--- config.mk ---
export PLATFORM = sky130hd
export DESIGN_NAME = sonar_trigger_gen
export DESIGN_NICKNAME = d
export VERILOG_FILES = /design/src/rtl/sonar_trigger_gen.sv
export SDC_FILE = /design/constraint.sdc
export NUM_CORES = 1
export LEC_CHECK = 0
export BUFFER_PORTS_ARGS = -buffer_cell sky130_fd_sc_hd__buf_2
export CORE_ASPECT_RATIO = 1.4
export CORE_UTILIZATION = 48
export CTS_BUF_LIST = sky130_fd_sc_hd__clkbuf_4
export DETAILED_ROUTE_END_ITERATION = 6
export GPL_ROUTABILITY_DRIVEN = 0
export GPL_TIMING_DRIVEN = 0
export PLACE_DENSITY = 0.71
export SETUP_SLACK_MARGIN = 0.5
export SLEW_MARGIN = 0
export SYNTH_ARGS = -nofsm -noshare
export SYNTH_HDL_FRONTEND = slang
export SYNTH_SLANG_ARGS = --single-unit
--- constraint.sdc ---
create_clock -name clock -period 2.4 [get_ports clock]
set_clock_uncertainty 0.2 [all_clocks]
set_input_delay 0 -clock clock [delete_from_list [all_inputs] [get_ports clock]]
set_output_delay 0 -clock clock [all_outputs]
set_load 0.05 [all_outputs]
--- src/rtl/sonar_trigger_gen.sv ---
// HC-SR04 trigger/echo sequencer: fires the trigger pulse, waits for the echo and the downstream width count.
// Optional post-measurement holdoff is compiled in with `define SONAR_HOLDOFF_EN.
module sonar_trigger_gen #(
  parameter int TRIGGER_CYCLES = 500,
  parameter int TIMEOUT_CYCLES = 3_000_000,
  parameter int HOLDOFF_CYCLES = 3_000_000
) (
  input  logic       clock,
  input  logic       reset,
  input  logic       medir,
  input  logic       echo,
  input  logic       medida_pronto,
  output logic       trigger,
  output logic       pulso,
  output logic       pronto,
  output logic       timeout,
  output logic [2:0] db_estado
);

  localparam int MAX_A   = (TIMEOUT_CYCLES > HOLDOFF_CYCLES) ? TIMEOUT_CYCLES : HOLDOFF_CYCLES;
  localparam int MAX_CYC = (MAX_A > TRIGGER_CYCLES) ? MAX_A : TRIGGER_CYCLES;
  localparam int TW      = $clog2(MAX_CYC + 1);

  localparam logic [TW-1:0] TRIG_LAST = TW'(TRIGGER_CYCLES - 1);
  localparam logic [TW-1:0] TO_LAST   = TW'(TIMEOUT_CYCLES - 1);
`ifdef SONAR_HOLDOFF_EN
  localparam logic [TW-1:0] HOLD_LAST = TW'(HOLDOFF_CYCLES - 1);
`endif

  typedef enum logic [2:0] {
    S_INICIAL     = 3'b000,
    S_DISPARA     = 3'b001,
    S_ESPERA_ECHO = 3'b010,
    S_MEDINDO     = 3'b011,
    S_FINAL       = 3'b100,
    S_ERRO        = 3'b101,
    S_HOLDOFF     = 3'b110
  } state_t;

  state_t          r_state;
  logic [TW-1:0]   r_timer;
  logic            r_echo_meta;
  logic            r_echo_sync;
  logic            w_timer_expired;

  // Saturating compare keeps the timer from ever wrapping, even if an event lands on the last count.
  assign w_timer_expired = (r_timer >= TO_LAST);

  always_ff @(posedge clock) begin
    if (reset) begin
      r_state     <= S_INICIAL;
      r_timer     <= '0;
      r_echo_meta <= 1'b0;
      r_echo_sync <= 1'b0;
    end else begin
      r_echo_meta <= echo;
      r_echo_sync <= r_echo_meta;

      case (r_state)
        S_INICIAL: begin
          r_timer <= '0;
          if (medir) r_state <= S_DISPARA;
        end

        S_DISPARA: begin
          if (r_timer == TRIG_LAST) begin
            r_state <= S_ESPERA_ECHO;
            r_timer <= '0;
          end else begin
            r_timer <= r_timer + 1'b1;
          end
        end

        S_ESPERA_ECHO: begin
          if (!w_timer_expired) r_timer <= r_timer + 1'b1;
          if (r_echo_sync)          r_state <= S_MEDINDO;
          else if (w_timer_expired) r_state <= S_ERRO;
        end

        S_MEDINDO: begin
          if (!w_timer_expired) r_timer <= r_timer + 1'b1;
          if (medida_pronto)        r_state <= S_FINAL;
          else if (w_timer_expired) r_state <= S_ERRO;
        end

        S_FINAL, S_ERRO: begin
          r_timer <= '0;
`ifdef SONAR_HOLDOFF_EN
          r_state <= S_HOLDOFF;
`else
          r_state <= S_INICIAL;
`endif
        end

`ifdef SONAR_HOLDOFF_EN
        S_HOLDOFF: begin
          if (r_timer == HOLD_LAST) begin
            r_state <= S_INICIAL;
            r_timer <= '0;
          end else begin
            r_timer <= r_timer + 1'b1;
          end
        end
`endif

        default: begin
          r_state <= S_INICIAL;
          r_timer <= '0;
        end
      endcase
    end
  end

  assign trigger   = (r_state == S_DISPARA);
  assign pronto    = (r_state == S_FINAL);
  assign timeout   = (r_state == S_ERRO);
  assign pulso     = r_echo_sync;
  assign db_estado = r_state;

endmodule
# Word level (Yosys, flattened, before mapping)

Cells that the tools add are included.
W data, S select, Z words.

Memories: 0
Output and inout port bits: 7
Flip-flop bits (word level): 27
RAM bits: 0
Input port bits: 5
Logic and storage cells: 27
Memory bits (read-only): 0
Latch bits: 0

Shift-type cells: 0
$lt $le $gt $ge: 1
Divide/modulo/power cells: 0
Equal/unequal tests: 9
Reduce and logical (&&, ||, !) cells: 3
Multiply operators: 0
Multiplexer cells: 9
Add/sub/neg operators: 1
Bitwise operators: 0

Operator list:

| kind                    | number |
|---|---|
| $mux W22                | 2 |
| $pmux W22 S2            | 1 |
| $add A22 B1 Y22 const B | 1 |
| $eq A22 B9 Y1 const B   | 1 |
| $ge A22 B22 Y1 const B  | 1 |
| $mux W3                 | 5 |
| $pmux W3 S4             | 1 |
| $eq A3 B2 Y1 const B    | 2 |
| $eq A3 B3 Y1 const B    | 2 |
| $ne A2 B2 Y1 const B    | 2 |
| $eq A3 B1 Y1 const B    | 1 |
| $logic_not A3 Y1        | 1 |
| $ne A2 B1 Y1 const B    | 1 |
| $reduce_and A2 Y1       | 1 |
| $reduce_or A2 Y1        | 1 |

# Logic depth before layout (Yosys ltp)

Word-level depth: 4
Depth in mapped cells: 8
Mapped depth without buffers: 6

# Worst setup path after synthesis

No wires, ideal clock.

Path kind: register -> register
Start point: reg r_state[0] (netlist: db_estado[0])
End point: reg r_timer[17]
Setup time: 69 ps
Data required time: 2,131 ps
Setup slack: -855 ps
Data arrival time: 2,986 ps
Cell stages (with the launch flop): 6
Path buffers: 0
Clock period less this slack: 3,255 ps
Cells stage by stage: dfxtp_1 -> nor3b_1 -> o21bai_1 -> a21o_1 -> or4_1 -> o21ai_1

Elaborated cells on any way between the ends: 6
Classes of those cells: eq/ne (4); mux (1); reduce/logical (1)

RTL lines:

| element                | RTL line | text |
|---|---|---|
| from (decl)            | 40       | `state_t r_state;` |
| from (signal assigned) | 51       | `r_state <= S_INICIAL;` |
| from (signal assigned) | 62       | `if (medir) r_state <= S_DISPARA;` |
| from (signal assigned) | 67       | `r_state <= S_ESPERA_ECHO;` |
| $eq A3 B1 Y1           | n/a      |  |
| net trigger            | 13       | `output logic trigger,` |
| $pmux W22 S2           | 59       | `case (r_state)` |
| to (signal assigned)   | 70       | `r_timer <= r_timer + 1'b1;` |
| to (signal assigned)   | 75       | `if (!w_timer_expired) r_timer <= r_timer + 1'b1;` |
| to (signal assigned)   | 81       | `if (!w_timer_expired) r_timer <= r_timer + 1'b1;` |
| to (decl)              | 41       | `logic [TW-1:0] r_timer;` |

The timed path passes the listed nets, and every way through them passes these cells.
A chain may end at the register's enable or synchronous reset.

# Final worst setup path

Start point: reg r_timer[11]
End point: reg r_timer[17]

Word-level cells in the longest chain between the ends: 3
Elaborated cells on any way between the ends: 7
Classes of those cells: add/sub (1); order compare (1); eq/ne (2); mux (3)

RTL lines:

| element                                                 | RTL line |
|---|---|
| $add A22 B1 Y22 / $eq A22 B9 Y1 (equally long branches) | n/a |
| $mux W22, on equally long branches                      | 75, 81, 66 |
| $pmux W22 S2                                            | 59 |

Several ways; a longest one is shown, not always the timed one. The select of a mux whose other input is x is not followed.

==> impl_metrics.toml <==
[clock_network]
tritoncts = "yes"
cts.clk_slew.worst_paths_ns = 0.14
clk_latency_ns = 0.32
root_driver = "sky130_fd_sc_hd__clkbuf_4"
cts_max_level = 1
clk_path_buf_depth = 2
cts_buffers = 3
clock_sink_count = 27

[logic_synthesis]
synth_xor_area_share_pct = 0.599
synth_cell_types = 38
post_synth_inst_count = 182
area_contributors_post_synth = "sky130_fd_sc_hd__dfxtp_1 (37%), sky130_fd_sc_hd__a21oi_1 (7.2%), sky130_fd_sc_hd__or3_1 (5.6%)"
synthAdderAreaFrac_pct = 0.856
synth_largest_area_cell = "sky130_fd_sc_hd__dfxtp_1"
portion_of_netlist_area_occupied_by_mux_cells_pct = 0.685
largest_family_of_logic_cells_by_synthesized_area = "simple AND/OR/NAND/NOR gates"
mappedNetlistArea_um2 = 1460
synth.cells.most_frequent = "sky130_fd_sc_hd__dfxtp_1 (27), sky130_fd_sc_hd__a21oi_1 (21), sky130_fd_sc_hd__o21ai_1 (15), sky130_fd_sc_hd__or3_1 (13)"
synth-simple-area-share_pct = 35.2
number_of_synthesized_flops_with_an_enable_pin = 0
yosysMostFrequentCell = "sky130_fd_sc_hd__dfxtp_1"
yosys.area.top_type_share_pct = 37.0
ys_dominant_reg_cell = "sky130_fd_sc_hd__dfxtp_1"
ys.warnings.count = 0
asyncSetResetFlopFracSynth_pct = 0
synth_seq_area_share_pct = 37.0
postSynthAreaPerCell_um2 = 8.03
synth-compound-area-share_pct = 21.6
synth.net_count = 188
ys_ff_latch = 27

[detailed_routing]
route.detailed.drc = 0
vias_cell = 6.25
detail-route-antenna-nets = 0
wirelength_mm = 4.21
wl_per_cell_um = 16.7
first_pass_iters = 4
detailroute.via_count = 1582
detailedRoute.firstIterationViolations = 70

[job]
maxCapViolCount = 0

[power_and_ir_drop]
power.density_nw_per_um2 = 371
power.static_leakage_nw = 0.681
ir_worst_vdd_mv = 0.370

[worst_setup_path]
critical_path.endpoint_type = "flip-flop"
timing.setup.critical_path_class = "flip-flop to flip-flop"
worst_path_max_delay_cell = "sky130_fd_sc_hd__or4_1"
worstSetupStartpointType = "flip-flop"
cp_slowest_stage_delay_ns = 0.45
required_ns = 2.46
cp_max_fo = 5
timing.critical_path.cells = "nor4_4 -> o211a_1 -> a211oi_4 -> buf_4 -> clkbuf_8 -> or4_1 -> o21ai_1"
critical_path.top_delay_family = "simple AND/OR/NAND/NOR gates"
critical_path.n_buffers_inverters = 2
worst-endpoint-arrival_ns = 2.19

[timing]
slew_viol_final = 0
worst-slew-pin-transition_ns = 0.381
min_period_ns = 2.13
rsz0062_at_grt = "yes"
timing.max_slew.rel_slack_pct = 74.4
worst_hold_slack_ns = 0.274
finalCritPeriodShare_pct = 88.8
setup_violations = 0
clock.fmax_mhz = 469
final-hold-violation-count = 0
fin_setup_tns_ns = 0
worst_slack_ns = 0.269

[min_path]
timing.hold.worst.class = "flip-flop to flip-flop"

[finish]
num_antenna_cells = 0
design.final.nets = 223
synthToLayoutAreaGrowth_pct = 31.9
final_layout_size_suffix_gt1_share_pct = 31.9
stdcell_count = 253

[floorplanning]
floorplan.rows = 23
die_area_um2 = 3270
floorplan.die.height_um = 67.3
placeableCoreArea_um2 = 2880
die-width_um = 48.6
top_level_ports = 12
start_util_pct = 50.8

[global_routing]
grt_pass1_wl_mm = 7.08
grt_max_degree = 16
grt_antenna_before_repair = 0
grt_overflow_total = 0
number_of_global_route_vias_before_repair = 1568
total_routing_usage_reported_by_global_routing_pct = 27.7

[place]
placed_cells = 230
dpl.hpwl_mm = 2.74
setup_slack_at_placement_ns = 0.0837
portBuffers = 11

[run_status]
run_status = "completed"
flip-flops by register name (all words and copies together), names as in the netlist:
register     count
r_echo_meta      1
r_timer         22
pulso            1
db_estado        3
area by class of cell:
cell class	instances	area, µm²
sequential	27	567
timing repair buffer	30	234
buffer	7	82.6
clock inverter	1	5.00
inverter	4	15.0
fill	240	950
multi-input combinational	144	956
tap	37	46.3
clock buffer	3	22.5
kinds of logic (layout without fill, tap and decap cells):
logic type / after synthesis / in the layout
flops: 27 / 27
fa+ha+maj: 1 / 1
mux: 1 / 1
buf+inv: 11 / 45
compound gates: 52 / 52
simple gates: 89 / 89
xor+xnor: 1 / 1
report_power, final:
part | switching [mW] | internal, mW | total, mW
logic | 0.0371 | 0.0262 | 0.0632
registers | 0.00519 | 0.451 | 0.456
clock network | 0.134 | 0.0625 | 0.197
cell usage in the layout, fill, tap and decap left out, drive strengths merged:
cell and instances:
and3 4, ha 1, o21bai 1, clkinv 1, and4 2, nand4 6
a211oi 2, o221ai 1, nor4 4, nor3b 1, xor2 1, o211a 1
and2 5, o211ai 3, nand2 12, a21o 1, or2 1, nand2b 2
a2111oi 1, mux2i 1, nor2b 3, nand3 12, o31ai 4, o21ai 15
and4b 1, a21oi 21, buf 29, dfxtp 27, inv 4, or3 14
a31oi 2, nor2 11, or4 9, dlygate4sd3 5, nor3 2, clkbuf 6
through the flow:
step	cell area [µm²]	util (%)	total power [mW]
after floorplan	1520	-	0.506
after global placement	1620	56.3	0.519
final	1930	67.0	0.716
after global routing	1930	67.0	0.748
after CTS	1880	65.4	0.721
after detailed placement	1620	56.3	0.520
worst reg2reg max path: cells and delay by family (launching register included):
family	cells	cell delay (ns)
buf+inv	2	0.30
compound gates	3	0.45
simple gates	2	0.76
flops	1	0.38
worst paths after layout:
path | start | to | slack, ns | depth (start not counted)
worst max-delay path | r_timer[11] | r_timer[17] | 0.27 | 7
worst min register to register | r_echo_meta | pulso | 0.27 | 1
worst min-delay path | r_echo_meta | pulso | 0.27 | 1
worst max register to register | r_timer[11] | r_timer[17] | 0.27 | 7
per-layer routing:
| metal | vias to the layer above | share of wire (%) | wire (µm) | GRT usage (%) |
|---|---|---|---|---|
| li1 | 762 | - | - | - |
| met1 | 745 | 39 | 1650 | 29.1 |
| met2 | 62 | 54 | 2270 | 55.7 |
| met3 | 13 | 4.3 | 180 | 2.70 |
| met4 | 0 | 2.6 | 111 | 11.8 |
| met5 | - | 0 | 0 | 0 |
repair_timing:
action | CTS | global route
pin swaps | 5 | 6
endpoints found under the setup margin | 25 | 25
gates cloned | 2 | 0
gates resized for setup | 27 | 7
endpoints found under the hold margin | 5 | 0
hold buffers | 5 | 0
buffers inserted | 9 | 3
Power figures use the tool's default switching activity.
